### src/rtl/br_fifo_flops_push_credit_multi.sv
// Multi-channel flop-based FIFO with a credit-based push interface and
// independent per-channel valid/ready pop interfaces. Each channel has its own
// storage, pointers, credit counter and credit-return line.
// Optional feature macro: BR_FIFO_MULTI_OVERFLOW_STATUS_EN adds a sticky
// per-channel push_overflow status output.
module br_fifo_flops_push_credit_multi #(
  parameter int NumChannels        = 2,
  parameter int Depth              = 8,
  parameter int Width              = 8,
  parameter int MaxCredit          = Depth,
  parameter int RegisterPopOutputs = 0,
  localparam int ChW    = (NumChannels > 1) ? $clog2(NumChannels) : 1,
  localparam int CountW = $clog2(MaxCredit + 1),
  localparam int ItemW  = $clog2(Depth + 1)
) (
  input  logic                          clk,
  input  logic                          rst,
  input  logic                          push_sender_in_reset,
  output logic                          push_receiver_in_reset,
  input  logic                          push_credit_stall,
  output logic [NumChannels-1:0]        push_credit,
  input  logic                          push_valid,
  input  logic [ChW-1:0]                push_channel,
  input  logic [Width-1:0]              push_data,
  input  logic [CountW-1:0]             credit_initial_push,
  input  logic [NumChannels*CountW-1:0] credit_withhold_push,
  output logic [NumChannels*CountW-1:0] credit_count_push,
  output logic [NumChannels-1:0]        push_full,
  input  logic [NumChannels-1:0]        pop_ready,
  output logic [NumChannels-1:0]        pop_valid,
  output logic [NumChannels*Width-1:0]  pop_data,
  output logic [NumChannels-1:0]        pop_empty,
  output logic [NumChannels*ItemW-1:0]  pop_items
`ifdef BR_FIFO_MULTI_OVERFLOW_STATUS_EN
  ,
  output logic [NumChannels-1:0]        push_overflow
`endif
);

  localparam int PtrW   = $clog2(Depth);
  localparam int NumIds = 2 ** ChW;

  logic                   receiver_in_reset;
  logic                   push_act;
  logic                   bad_chan;
  logic [NumIds-1:0]      chan_legal;
  logic [NumChannels-1:0] push_ok;
  logic [NumChannels-1:0] push_err;
  logic [NumChannels-1:0] pop_fire;
  logic [NumChannels-1:0] valid;
  logic [NumChannels-1:0] full;
  logic [NumChannels-1:0] credit;

  // Delayed copy of rst tells the sender we are still coming out of reset
  always_ff @(posedge clk) begin
    receiver_in_reset <= rst;
  end

  assign push_receiver_in_reset = receiver_in_reset;

  // Mark which encodable channel ids correspond to a real channel
  always_comb begin
    chan_legal = '0;
    for (int i = 0; i < NumIds; i++) chan_legal[i] = (i < NumChannels);
  end

  // Pushes are ignored while either side of the link is in reset
  assign push_act    = push_valid && !rst && !push_sender_in_reset;
  assign bad_chan    = push_act && !chan_legal[push_channel];
  assign push_credit = credit;
  assign pop_valid   = valid;
  assign push_full   = full;

  for (genvar c = 0; c < NumChannels; c++) begin : g_ch
    logic [CountW-1:0] cnt;
    logic [CountW-1:0] withhold;
    logic [ItemW-1:0]  ram_cnt;
    logic [ItemW-1:0]  items;
    logic [PtrW-1:0]   wr_ptr;
    logic [PtrW-1:0]   rd_ptr;
    logic [Width-1:0]  mem [Depth];
    logic              push_hit;
    logic              ram_pop;

    assign withhold    = credit_withhold_push[c*CountW +: CountW];
    assign push_hit    = push_act && (push_channel == ChW'(c));
    assign full[c]     = (items == ItemW'(Depth));
    assign pop_fire[c] = valid[c] && pop_ready[c];
    // A pop on the same edge frees the slot, so a push to a full channel is fine then
    assign push_ok[c]  = push_hit && (!full[c] || pop_fire[c]);
    assign push_err[c] = push_hit && full[c] && !pop_fire[c];
    assign credit[c]   = !rst && !receiver_in_reset && !push_sender_in_reset &&
                         !push_credit_stall && (cnt > withhold);

    assign pop_empty[c]                         = (items == '0);
    assign pop_items[c*ItemW +: ItemW]          = items;
    assign credit_count_push[c*CountW +: CountW] = cnt;

    // Credit counter: +1 per pop, -1 per returned credit, saturating at MaxCredit
    always_ff @(posedge clk) begin
      if (rst || push_sender_in_reset) begin
        cnt <= credit_initial_push;
      end else if (pop_fire[c] && !credit[c]) begin
        if (cnt != CountW'(MaxCredit)) cnt <= cnt + CountW'(1);
      end else if (credit[c] && !pop_fire[c]) begin
        cnt <= cnt - CountW'(1);
      end
    end

    // Flop RAM write port
    always_ff @(posedge clk) begin
      if (push_ok[c]) mem[wr_ptr] <= push_data;
    end

    // Write/read pointers and RAM occupancy
    always_ff @(posedge clk) begin
      if (rst) begin
        wr_ptr  <= '0;
        rd_ptr  <= '0;
        ram_cnt <= '0;
      end else begin
        if (push_ok[c]) wr_ptr <= (wr_ptr == PtrW'(Depth - 1)) ? '0 : wr_ptr + PtrW'(1);
        if (ram_pop)    rd_ptr <= (rd_ptr == PtrW'(Depth - 1)) ? '0 : rd_ptr + PtrW'(1);
        ram_cnt <= ram_cnt + ItemW'(push_ok[c]) - ItemW'(ram_pop);
      end
    end

    if (RegisterPopOutputs == 0) begin : g_direct
      assign ram_pop                     = pop_fire[c];
      assign items                       = ram_cnt;
      assign valid[c]                    = (ram_cnt != '0);
      assign pop_data[c*Width +: Width]  = mem[rd_ptr];
    end else begin : g_reg
      logic             vld_p1;
      logic [Width-1:0] data_p1;

      // Refill the output slot whenever it is empty or being popped
      assign ram_pop                    = (ram_cnt != '0) && (!vld_p1 || pop_fire[c]);
      assign items                      = ram_cnt + ItemW'(vld_p1);
      assign valid[c]                   = vld_p1;
      assign pop_data[c*Width +: Width] = data_p1;

      // ---- stage p1: output register counts as one storage slot ----
      always_ff @(posedge clk) begin
        if (rst)              vld_p1 <= 1'b0;
        else if (ram_pop)     vld_p1 <= 1'b1;
        else if (pop_fire[c]) vld_p1 <= 1'b0;
      end

      // Output data register, loaded alongside vld_p1
      always_ff @(posedge clk) begin
        if (ram_pop) data_p1 <= mem[rd_ptr];
      end
    end
  end

`ifdef BR_FIFO_MULTI_OVERFLOW_STATUS_EN
  // Sticky overflow status; an invalid channel id is reported on channel 0
  always_ff @(posedge clk) begin
    if (rst) push_overflow <= '0;
    else     push_overflow <= push_overflow | push_err | NumChannels'(bad_chan);
  end

  overflow_a: assert property (@(posedge clk) disable iff (rst) !((|push_err) || bad_chan))
    else $warning("push to a full or nonexistent channel");
`else
  overflow_a: assert property (@(posedge clk) disable iff (rst) !((|push_err) || bad_chan))
    else $fatal(1, "push to a full or nonexistent channel");
`endif

endmodule

### config.mk
export PLATFORM = sky130hd
export DESIGN_NAME = br_fifo_flops_push_credit_multi
export DESIGN_NICKNAME = d
export VERILOG_FILES = /design/src/rtl/br_fifo_flops_push_credit_multi.sv
export SDC_FILE = /design/constraint.sdc
export NUM_CORES = 1
export LEC_CHECK = 0
export CORE_MARGIN = 5
export CORE_UTILIZATION = 60
export CTS_CLUSTER_DIAMETER = 60
export CTS_CLUSTER_SIZE = 16
export DETAILED_ROUTE_END_ITERATION = 7
export HOLD_SLACK_MARGIN = 0.08
export PLACE_DENSITY = 0.9
export SKIP_CTS_REPAIR_TIMING = 1
export SYNTH_ARGS = -nofsm -noshare
export SYNTH_HDL_FRONTEND = slang
export SYNTH_SLANG_ARGS = --single-unit
### constraint.sdc
create_clock -name clk -period 5.5 [get_ports clk]
set_input_delay 0.825 -clock clk [delete_from_list [all_inputs] [get_ports clk]]
set_output_delay 0.825 -clock clk [all_outputs]
set_load 0.05 [all_outputs]
Yosys cells after proc, flatten, opt, wreduce, memory -nomap -nowiden
Memory sizes are Yosys's and may differ from the RTL's. A register that Yosys moved wholly into a read port is not among the register bits.
Cells that the tools add are included.
{"block": "totals", "regBits": 29, "latchBits": 0, "ram_bits": 128, "romBits": 0, "in_bits": 28, "output_inout_bits": 41, "word_cells": 94, "n_memories": 2}
{"block": "op_classes", "add_sub_neg": 12, "n_mul": 0, "n_div": 0, "magnitude_cmp": 2, "n_eq_ne": 10, "n_shift": 0, "muxes": 20, "bitwise": 1, "n_reduce_logical": 38}
{"name": "g_ch[0].mem", "words": 8, "word_bits": 8, "rd": 1, "rd_ports_with_merged_regs": 1, "write_ports": 1, "line": "81", "rtl": "logic [Width-1:0] mem [Depth];"}
{"name": "g_ch[1].mem", "words": 8, "word_bits": 8, "rd": 1, "rd_ports_with_merged_regs": 1, "write_ports": 1, "line": "81"}
{"cell": "$mux 4", "count": 8}
{"cell": "$mux 3", "count": 8}
{"cell": "$logic_and 1x1->1", "count": 17}
{"cell": "$add 3x1->3 const B", "count": 4}
{"cell": "$eq 3x3->1 const B", "count": 4}
{"cell": "$logic_not 1->1", "count": 10}
{"cell": "$add 4x1->4", "count": 2}
{"cell": "$add 4x1->4 const B", "count": 2}
{"cell": "$eq 4x4->1 const B", "count": 2}
{"cell": "$gt 4x4->1", "count": 2}
{"cell": "$logic_not 4->1", "count": 2}
{"cell": "$ne 4x4->1 const B", "count": 2}
{"cell": "$reduce_bool 4->1", "count": 2}
{"cell": "$sub 4x1->4", "count": 2}
{"cell": "$sub 4x1->4 const B", "count": 2}
{"cell": "$ne 3x2->1 const B", "count": 2}
{"cell": "$reduce_bool 3->1", "count": 2}
{"cell": "$mux 1", "count": 4}
{"cell": "$reduce_and 2->1", "count": 2}
{"cell": "$logic_or 1x1->1", "count": 3}
{"cell": "$not 1->1", "count": 1}

Depth between registers and ports, before layout
{"block": "logic_depth", "depth_word": 9, "mapped_depth": 14, "ltp_nobuf": 13}

Worst setup path before layout
No wires, ideal clock.
{"block": "synth_path", "path_type": "register to register", "startpoint": "register g_ch[1].ram_cnt[2]", "endpoint": "memory g_ch[1].mem[4][0] (enable)", "setup_time_ns": 0.385, "arrival_ns": 2.928, "required_time_ns": 5.115, "path_slack_ns": 2.187, "stages_incl_launch_ff": 10, "path_buffers": 1, "cell_sequence": "dfxtp_1 inv_1 ha_1 nand3_2 inv_1 nand2b_1 buf_2 a21oi_4 nand2b_2 nor3b_1"}
{"block": "synth_between", "elab_chain_len": 6, "word_cells_on_any_way": 8, "classes_between": "eq/ne (1); mux (2); reduce/logical (5)"}
{"item": "from (decl)", "line": "77", "rtl": "logic [ItemW-1:0] ram_cnt;"}
{"item": "from (signal assigned)", "line": "124", "rtl": "ram_cnt <= ram_cnt + ItemW'(push_ok[c]) - ItemW'(ram_pop);"}
{"item": "$reduce_bool 4->1", "line": "131", "rtl": "assign valid[c] = (ram_cnt != '0);"}
{"item": "named net pop_valid[1]", "line": "30", "rtl": "output logic [NumChannels-1:0] pop_valid,"}
{"item": "$logic_and 1x1->1", "line": "88", "rtl": "assign pop_fire[c] = valid[c] && pop_ready[c];"}
{"item": "$logic_or 1x1->1", "line": "90", "rtl": "assign push_ok[c] = push_hit && (!full[c] || pop_fire[c]);"}
{"item": "$logic_and 1x1->1", "line": "90"}
{"item": "named net push_ok[1]", "line": "47", "rtl": "logic [NumChannels-1:0] push_ok;"}
{"item": "$mux 1", "line": "112", "rtl": "if (push_ok[c]) mem[wr_ptr] <= push_data;"}
{"item": "$mux 1 (not written as such)", "line": "112"}
{"item": "to (decl)", "line": "81"}
The timed path passes the listed nets, and every way through them passes these cells.

==> results.toml <==
[outcome]
status = "finished, final reports clean"

[floorplan]
die_h_um = 118
ioPinCount = 69
start_util_pct = 61.3
die-area_mm2 = 0.0140
die_x_um = 118
coreArea_mm2 = 0.0115
rows = 39

[finish]
final_cell_mix = "136 x edfxtp_1, 68 x clkdlybuf4s50_1, 33 x ha_1"
drive_gt1_share_pct = 20.8
area_delta_synth_final_pct = 21.5
final_nets = 567
final_common_cell = "edfxtp_1"
antenna_cells = 0

[job]
drv_cap = 0

[setup_path]
critPathArrivalTime_ps = 3090
required_ps = 4680
start_kind = "register"
criticalPathCategory = "register to output pin"
crit_chain = "mux4_2 -> mux2_2 -> clkdlybuf4s50_1"
cp_max_fo = 16
slowest_delay_ps = 1020
r2r_slack_ps = 2600
worstSetupEndpointType = "output pin"
slowest_stage = "dfxtp_1"

[cts]
cts_tree = "yes"
cts_sinks = 163
cts_root_buf = "clkbuf_16"
cts_buffers = 17
cts.clk_slew.worst_paths_ps = 60
htree_levels = 4
cts_buffer_depth = 2
clkLatencyLatePin_ps = 420

[drt]
vias = 3822
dr.pass1.iters = 4
wl_met3_um = 851
avgRoutedWirePerCell_um = 20.3
drt-initial-drc-count = 308
wl_met2_um = 6770
wl_met1_um = 5540
routed_wl_um = 13400
viasPerCell = 5.81
drc = 0
antenna_left = 0
top_layer_used = "met4"

[sta]
setup_slack_ps = 1590
max_freq_ghz = 0.256
rsz0062_at_grt = "false"
fin_worst_skew_ps = 8.59
slew_headroom_pct = 28.2
hold_ws_ps = 490
worst_pin_slew_ps = 1080
hold_viol = 0
fin_crit_ps = 3910
period_share_pct = 71.2
slew_viol_final = 0
finalSetupViolCount = 0
final.setup.tns_ps = 0

[yosys]
synth.distinct_cells = 48
synth_seq_area_share_pct = 65.8
synth-seq-cells = 163
syn-instance-count = 420
avgSynthCellArea_um2 = 16.7
syn_area_mm2 = 0.00703
ys_warn_count = 0
syn_nets = 485

[place]
port_buffers = 68
hpwl_um = 8640
gp_congestion = 0.845
dp_slack_ps = 1600

[pwr]
peakVddDrop_mv = 0.443
cellLeakagePower_nw = 2.99
power.total_mw = 4.12
power_density_mw_per_mm2 = 483

[global_routing]
grt_pass1_wl_um = 22100
grt.overflow.total = 0
grt_pass1_vias = 4168
grt_max_degree = 25
track_usage_pct = 20.5
grt_antenna_before_repair = 0

[worst_hold_path]
hold_path_class = "register to register"
-- cell usage after synthesis, drive strengths merged --
cell | number | area (um^2)
a2111oi | 1 | 15.0
a211oi | 2 | 27.5
a21o | 4 | 30.0
a21oi | 19 | 110
and3 | 2 | 12.5
buf | 9 | 60.1
clkbuf | 5 | 18.8
dfxtp | 27 | 541
edfxtp | 136 | 4080
fa | 4 | 80.1
ha | 33 | 413
inv | 29 | 109
mux2 | 16 | 180
mux2i | 4 | 40.0
mux4 | 32 | 721
nand2 | 19 | 83.8
nand2b | 5 | 36.3
nand3 | 2 | 15.0
nand3b | 2 | 15.0
nand4 | 2 | 12.5
nor2 | 22 | 85.1
nor2b | 4 | 25.0
nor3 | 6 | 30.0
nor3b | 10 | 95.1
nor4 | 2 | 18.8
nor4b | 1 | 8.76
o211ai | 2 | 15.0
o21a | 2 | 15.0
o21ai | 6 | 30.0
or2 | 1 | 6.26
or3b | 1 | 11.3
xnor2 | 7 | 61.3
xor2 | 3 | 26.3
-- layer usage --
metal	global-route usage [%]	vias up
li1	-	1763
met1	26.1	1913
met2	33.6	127
met3	6.83	19
met4	6.31	0
met5	0	-
-- through the flow --
| stage | utilization (%) | instance area (um^2) | cells |
|---|---|---|---|
| floorplan | - | 7030 | 420 |
| global placement | 68.7 | 7880 | 626 |
| detailed placement | 68.7 | 7880 | 626 |
| CTS | 74.5 | 8540 | 658 |
| global route | 74.5 | 8540 | 658 |
| finish | 74.5 | 8540 | 658 |
-- power by group --
part           internal [mW]  total [mW]  switching, mW
Clock                  0.850        1.31          0.461
Sequential              1.41        1.53          0.122
Combinational          0.546        1.28          0.736
Total                   2.81        4.12           1.32
-- cells by family after synthesis --
kind of cell	after synthesis	share of synthesized area, %
AO/OA/AOI/OAI	36	3.45
XOR/XNOR	10	1.25
adder cells (fa/ha/maj)	37	7.01
buffers and inverters	43	2.67
flip-flops	163	65.8
multiplexers	52	13.4
AND/OR/NAND/NOR	79	6.48
-- critical path: cells and delay by family (launching register included) --
family                 cells  cell delay, ps
muxes                      2             930
DFF                        1            1020
buffers and inverters      1             710
-- state kept, by name, summed over array words and instances, names as in the netlist, named ones only --
register and cells:
g_ch.rd_ptr 6, g_ch.mem 128, g_ch.cnt 8, g_ch.wr_ptr 6
g_ch.items 8, push_receiver_in_reset 1
-- worst paths after layout --
check	cells past startpoint	to	startpoint
worst max-delay path	3	pop_data[12]	register
worst min-delay path	2	g_ch[0].rd_ptr[2]$_SDFFE_PP0N_	g_ch[0].rd_ptr[2]$_SDFFE_PP0N_
worst min register to register	2	g_ch[0].rd_ptr[2]$_SDFFE_PP0N_	g_ch[0].rd_ptr[2]$_SDFFE_PP0N_
worst max register to register	12	g_ch[1].cnt[3]$_DFFE_PP_	g_ch[1].cnt[1]$_DFFE_PP_
-- final cells by class --
| class | instances | area, um^2 |
|---|---|---|
| timing repair buffer | 77 | 748 |
| fill | 653 | 2930 |
| tap | 143 | 179 |
| clock buffer | 18 | 429 |
| clock inverter | 14 | 233 |
| inverter | 29 | 109 |
| multi-input combinational | 214 | 2220 |
| sequential | 163 | 4620 |
(Power assumes the default switching activity.)
